File: src/rtl/serdes_frame_aligner.sv
// Frame-word aligner for ISERDES LVDS ADC capture: slips every channel until the frame word matches.
// Optional SERDES_ALIGN_AUTO_RELOCK_EN: drop lock and realign after MISS_LIMIT consecutive frame misses.
module serdes_frame_aligner #(
    parameter int               NUM_CH        = 4,
    parameter int               WIDTH         = 8,
    parameter logic [WIDTH-1:0] FRAME_PATTERN = 8'hF0,
    parameter int               SETTLE_CYC    = 4,
    parameter int               MATCH_CNT     = 16,
    parameter int               MISS_LIMIT    = 4
) (
    input  logic                      CLKDIV,
    input  logic                      RST,
    input  logic                      ALIGN_START,
    input  logic [WIDTH-1:0]          FRAME_Q,
    input  logic [NUM_CH*WIDTH-1:0]   DATA_Q,
    output logic                      BITSLIP,
    output logic [NUM_CH*WIDTH-1:0]   DATA_OUT,
    output logic                      DATA_VALID,
    output logic                      LOCKED,
    output logic                      ALIGN_ERR,
    output logic [$clog2(WIDTH):0]    SLIP_COUNT
);

    localparam int SCW = $clog2(WIDTH) + 1;
    localparam int MW  = $clog2(MATCH_CNT + 1);
    localparam int STW = $clog2(SETTLE_CYC + 1);

    if (WIDTH < 2 || WIDTH > 14 || SETTLE_CYC < 3 || MATCH_CNT < 1 || MISS_LIMIT < 1) begin : g_bad_param
        $error("serdes_frame_aligner: parameter out of range");
    end

    typedef enum logic [2:0] {
        S_IDLE, S_CHECK, S_SLIP, S_SETTLE, S_VERIFY, S_LOCKED, S_ERROR
    } state_t;

    state_t         state, state_n;
    logic [SCW-1:0] slip_cnt, slip_n;
    logic [MW-1:0]  match_cnt, match_n;
    logic [STW-1:0] settle_cnt, settle_n;
    logic           hit;

`ifdef SERDES_ALIGN_AUTO_RELOCK_EN
    localparam int MSW = $clog2(MISS_LIMIT + 1);
    logic [MSW-1:0] miss_cnt, miss_n;
`endif

    assign hit        = (FRAME_Q == FRAME_PATTERN);
    assign SLIP_COUNT = slip_cnt;

    always_comb begin
        state_n  = state;
        slip_n   = slip_cnt;
        match_n  = match_cnt;
        settle_n = settle_cnt;
`ifdef SERDES_ALIGN_AUTO_RELOCK_EN
        miss_n   = miss_cnt;
`endif
        if (ALIGN_START) begin
            // restart wins over everything, including a slip in flight
            slip_n   = '0;
            match_n  = '0;
            settle_n = STW'(SETTLE_CYC);
            state_n  = S_SETTLE;
`ifdef SERDES_ALIGN_AUTO_RELOCK_EN
            miss_n   = '0;
`endif
        end else begin
            case (state)
                S_IDLE: state_n = S_CHECK;
                S_CHECK: begin
                    if (hit) begin
                        match_n = MW'(1);
                        state_n = (MATCH_CNT == 1) ? S_LOCKED : S_VERIFY;
                    end else if (slip_cnt == SCW'(WIDTH)) begin
                        state_n = S_ERROR;
                    end else begin
                        state_n = S_SLIP;
                    end
                end
                S_SLIP: begin
                    if (slip_cnt != SCW'(WIDTH)) slip_n = slip_cnt + SCW'(1);
                    settle_n = STW'(SETTLE_CYC);
                    state_n  = S_SETTLE;
                end
                S_SETTLE: begin
                    if (settle_cnt == '0) state_n = S_CHECK;
                    else                  settle_n = settle_cnt - STW'(1);
                end
                S_VERIFY: begin
                    if (hit) begin
                        match_n = match_cnt + MW'(1);
                        if (match_n == MW'(MATCH_CNT)) state_n = S_LOCKED;
                    end else begin
                        match_n = '0;
                        state_n = (slip_cnt < SCW'(WIDTH)) ? S_SLIP : S_ERROR;
                    end
                end
                S_LOCKED: begin
`ifdef SERDES_ALIGN_AUTO_RELOCK_EN
                    if (hit) begin
                        miss_n = '0;
                    end else if (miss_cnt + MSW'(1) == MSW'(MISS_LIMIT)) begin
                        miss_n  = '0;
                        slip_n  = '0;
                        match_n = '0;
                        state_n = S_CHECK;
                    end else begin
                        miss_n = miss_cnt + MSW'(1);
                    end
`endif
                end
                S_ERROR: state_n = S_ERROR;
                default: state_n = S_IDLE;
            endcase
        end
    end

    always_ff @(posedge CLKDIV or posedge RST) begin
        if (RST) state <= S_IDLE;
        else     state <= state_n;
    end

    // flags decode the next state so they line up with the FSM state they describe
    always_ff @(posedge CLKDIV or posedge RST) begin
        if (RST) begin
            slip_cnt   <= '0;
            match_cnt  <= '0;
            settle_cnt <= '0;
            BITSLIP    <= 1'b0;
            LOCKED     <= 1'b0;
            DATA_VALID <= 1'b0;
            ALIGN_ERR  <= 1'b0;
            DATA_OUT   <= '0;
        end else begin
            slip_cnt   <= slip_n;
            match_cnt  <= match_n;
            settle_cnt <= settle_n;
            BITSLIP    <= (state_n == S_SLIP);
            LOCKED     <= (state_n == S_LOCKED);
            DATA_VALID <= (state_n == S_LOCKED);
            ALIGN_ERR  <= (state_n == S_ERROR);
            DATA_OUT   <= DATA_Q;
        end
    end

`ifdef SERDES_ALIGN_AUTO_RELOCK_EN
    always_ff @(posedge CLKDIV or posedge RST) begin
        if (RST) miss_cnt <= '0;
        else     miss_cnt <= miss_n;
    end
`endif

endmodule
File: config.mk
export PLATFORM = sky130hd
export DESIGN_NAME = serdes_frame_aligner
export DESIGN_NICKNAME = d
export VERILOG_FILES = /design/src/rtl/serdes_frame_aligner.sv
export SDC_FILE = /design/constraint.sdc
export NUM_CORES = 1
export LEC_CHECK = 0
export ABC_AREA = 1
export BUFFER_PORTS_ARGS = -buffer_cell sky130_fd_sc_hd__buf_2
export CAP_MARGIN = 15
export CORE_ASPECT_RATIO = 0.7
export CORE_UTILIZATION = 50
export DETAILED_ROUTE_END_ITERATION = 16
export GPL_TIMING_DRIVEN = 0
export PLACE_DENSITY = 0.9
export REMOVE_ABC_BUFFERS = 1
export SLEW_MARGIN = 10
export SYNTH_ARGS = -nofsm -noshare
export SYNTH_HDL_FRONTEND = slang
export SYNTH_SLANG_ARGS = --single-unit
File: constraint.sdc
create_clock -name CLKDIV -period 2.25 [get_ports CLKDIV]
set_input_delay 0.1125 -clock CLKDIV [delete_from_list [all_inputs] [get_ports CLKDIV]]
set_output_delay 0.1125 -clock CLKDIV [all_outputs]
set_load 0.05 [all_outputs]
==> summary.txt <==
Timing
  – Crit path time final: 1437 ps
  – Fin crit share: 0.6388
  – Slew Limit Fails: 0
  – Setup repair after global routing missed its margin: false
  – Fmax: 0.6958 GHz
  – Max_slew headroom: 0.7354
  – Final Hold Fails: 0
  – Worst Skew: 8.812 ps
  – Total negative slack: 0 ps
  – Worst-Margin Slew: 396.3 ps
  – Setup-failing EPs final: 0

Placed design
  – Port bufs: 82
  – GP Congestion: 0.8180
  – Placed Cells: 309
  – DP HPWL: 2.712 mm

Global routing
  – Grt ovf: 0
  – Met1 Use GR: 0.2515
  – Met2 Usage GRT: 0.4390
  – Layer carrying the most global-route usage: met2
  – Antenna violations before repair: 0
  – GRT Util Overall: 0.2280
  – GR Util met3: 0.05805
  – Vias in the first global route: 1566
  – First-pass GRT wire length: 6.651 mm
  – Largest net degree at the start of global routing: 34

Synthesis
  – Top FF cell, synth: dfrtp_1
  – Synth Area in Compound Gates: 0.05402
  – Syn Inst Count: 179
  – Post-synth cell types: 27
  – Number of synthesized flops with an enable pin: 0
  – Mean post-synth cell area: 10.61 um^2
  – Post-Synth Simple-Gate Area: 0.1739
  – Synth top cells by count: dfrtp_1, nand2_1, inv_1
  – Async S/R FF share, synth: 1.000
  – Main combinational cell family by area after synthesis: simple AND/OR/NAND/NOR gates
  – Synth Area in XOR/XNOR: 0.009223
  – Yosys reg bits: 50
  – Top-count cell post-synth: dfrtp_1
  – Synth Warn #: 0
  – Synth top area share: 0.6588
  – Mux contribution to synthesized area: 0.005270
  – Most area-consuming cells after synthesis: dfrtp_1, nand2_1, inv_1
  – Dominant cell type by area after synthesis: dfrtp_1
  – Register area share after synthesis: 0.6588
  – Post-Synth Adder-Cell Area: 0.03294
  – Mapped Area: 1899 um^2

Job
  – Max cap viols: 0

Critical path
  – Critical path's top delay family: simple AND/OR/NAND/NOR gates
  – Top cell by count, worst path: nor2_1
  – Req. time, crit path: 2440 ps
  – CP Launch Type: flop
  – CP Max Fanout: 5
  – WP data arrival: 1630 ps
  – CP bufs+invs: 0
  – Critical Path Max Stage Delay: 430 ps
  – Slowest-stage cell, CP: dfrtp_1
  – Critical path class: reg -> reg
  – Critical Path, Cell by Cell: ha_1 -> nand2_2 -> nor2_1 -> nand2_1 -> nand3_1 -> nor2_1 -> nand2_1 -> nand3_1 -> nor2_1
  – Critical Path End Type: flop

Floorplan
  – Initial Util: 0.5304
  – Top Ports: 83
  – Core footprint: 3581 um^2
  – Die area: 4053 um^2
  – Die Wd: 75.67 um
  – Die Y: 53.57 um
  – Core Rows: 18

Clock tree
  – Clk Latency, worst-skew pair: 300 ps
  – Sink Count: 50
  – Clock-pin slew on the worst setup and hold paths: 80 ps
  – CTS tree: yes
  – Clock Path Buffers: 2
  – CTS Root Cell: clkbuf_8
  – H-tree levels: 2
  – CTS buffer count: 5

Final layout
  – P&R area growth vs syn: 47.76%
  – Final core occ: 0.7837
  – Post-Layout Cell Count: 349
  – Share of layout cells above drive strength 1: 0.3478
  – Antenna cells: 0
  – Fillcell total: 222
  – Nets@finish: 347

Route
  – Initial DRC Count: 66
  – Antenna Nets Post-Route: 0
  – Drt total wl: 4.150 mm
  – DRT Pass-1 Iters: 4
  – Vias per cell: 4.613
  – Routed len/inst: 11.89 um
  – Drt drc: 0
  – Via count: 1610

Outcome
  – Status: finished clean

Pwr
  – LEAKAGE: 1.477 nW
  – Worst vdd ir: 0.0005641 V
  – Tot Pwr: 2.221 mW
  – Cell area power density: 791.5 nW/um^2

Min path
  – Worst hold path class: in -> reg
## stage by stage
| step | worst slack, ps | hold WS, ps | instance area, um^2 |
|---|---|---|---|
| after floorplan | 663.7 | 143.9 | 1876 |
| after global placement | 422.2 | 220.6 | 2349 |
| after detailed placement | 835.7 | 122.5 | 2369 |
| after CTS | 826.2 | 41.28 | 2806 |
| after global routing | 703.8 | 59.71 | 2806 |
| final | 812.7 | 43.60 | 2806 |
## cells by family (layout without fill, tap and decap cells)
kind of cell,after synthesis,count (layout)
flops,50,50
fa+ha+maj,5,5
buf+inv,30,150
mux,1,1
simple gates,74,74
xor+xnor,2,2
compound gates,17,17
## power breakdown
group | total, mW | switching [mW] | internal, mW | leakage, nW
clock | 0.601 | 0.274 | 0.327 | 0.0542
combinational | 0.596 | 0.397 | 0.199 | 0.814
sequential | 1.02 | 0.0507 | 0.974 | 0.608
total | 2.22 | 0.722 | 1.50 | 1.48
## state kept, by name, indices dropped and copies added, names as in the netlist
register and count:
state 3, DATA_OUT 32, settle_cnt 3, LOCKED 1
SLIP_COUNT 4, match_cnt 5, BITSLIP 1, ALIGN_ERR 1
## layout by cell type, fill, tap and decap left out
master          n
a211oi_1        1
a21oi_1         5
a21oi_2         2
and2_1          1
and2_2          1
buf_12          1
buf_2          82
bufinv_16       1
clkbuf_8        5
clkinv_4        1
dfrtp_1        50
dlygate4sd3_1  33
ha_1            5
inv_1          24
inv_2           3
mux2i_1         1
nand2_1        35
nand2_2         5
nand3_1        15
nand4_1         2
nor2_1         13
nor2_2          1
nor2_4          1
o211ai_1        1
o21ai_0         5
o21ai_1         1
o21ai_2         1
o22ai_1         1
xnor2_1         1
xor2_1          1
## layer usage
layer  vias to the layer above  share of wire  routed length (um)
met4                         0         0.0065                  27
met1                       750           0.40                1666
met3                         5          0.068                 281
met2                        60           0.52                2175
met5                         -              0                   0
li1                        795              -                   -
## final timing paths
| path | from | endpoint | slack [ps] | cells past startpoint |
|---|---|---|---|---|
| min in group asynchronous | RST | DATA_OUT[29] | 340 | 3 |
| hold reg to reg | settle_cnt[0] | settle_cnt[0] | 480 | 1 |
| max in group asynchronous | RST | SLIP_COUNT[3] | 1410 | 4 |
| setup / recovery | match_cnt[0] | ALIGN_ERR | 810 | 9 |
| hold / removal | ALIGN_START | SLIP_COUNT[3] | 40 | 2 |
| setup reg to reg | match_cnt[0] | ALIGN_ERR | 810 | 9 |
## area by class of cell
type	instances	area (um^2)	area share
clock buffers	5	68.82	0.02452
inverters	27	101.3	0.03611
flip-flops and latches	50	1251	0.4458
multi-input cells	99	523.0	0.1864
repair buffers	116	760.7	0.2711
well taps	50	62.56	0.02229
clock inverters	2	38.79	0.01382
## timing repair
| action | in CTS | in global routing |
|---|---|---|
| buffers inserted | 0 | 0 |
| resized for setup | 0 | 0 |
| endpoints found under the hold margin | 49 | 0 |
| hold buffers | 33 | 0 |
| endpoints found under the setup margin | 0 | 0 |
Power figures use the tool's default switching activity.
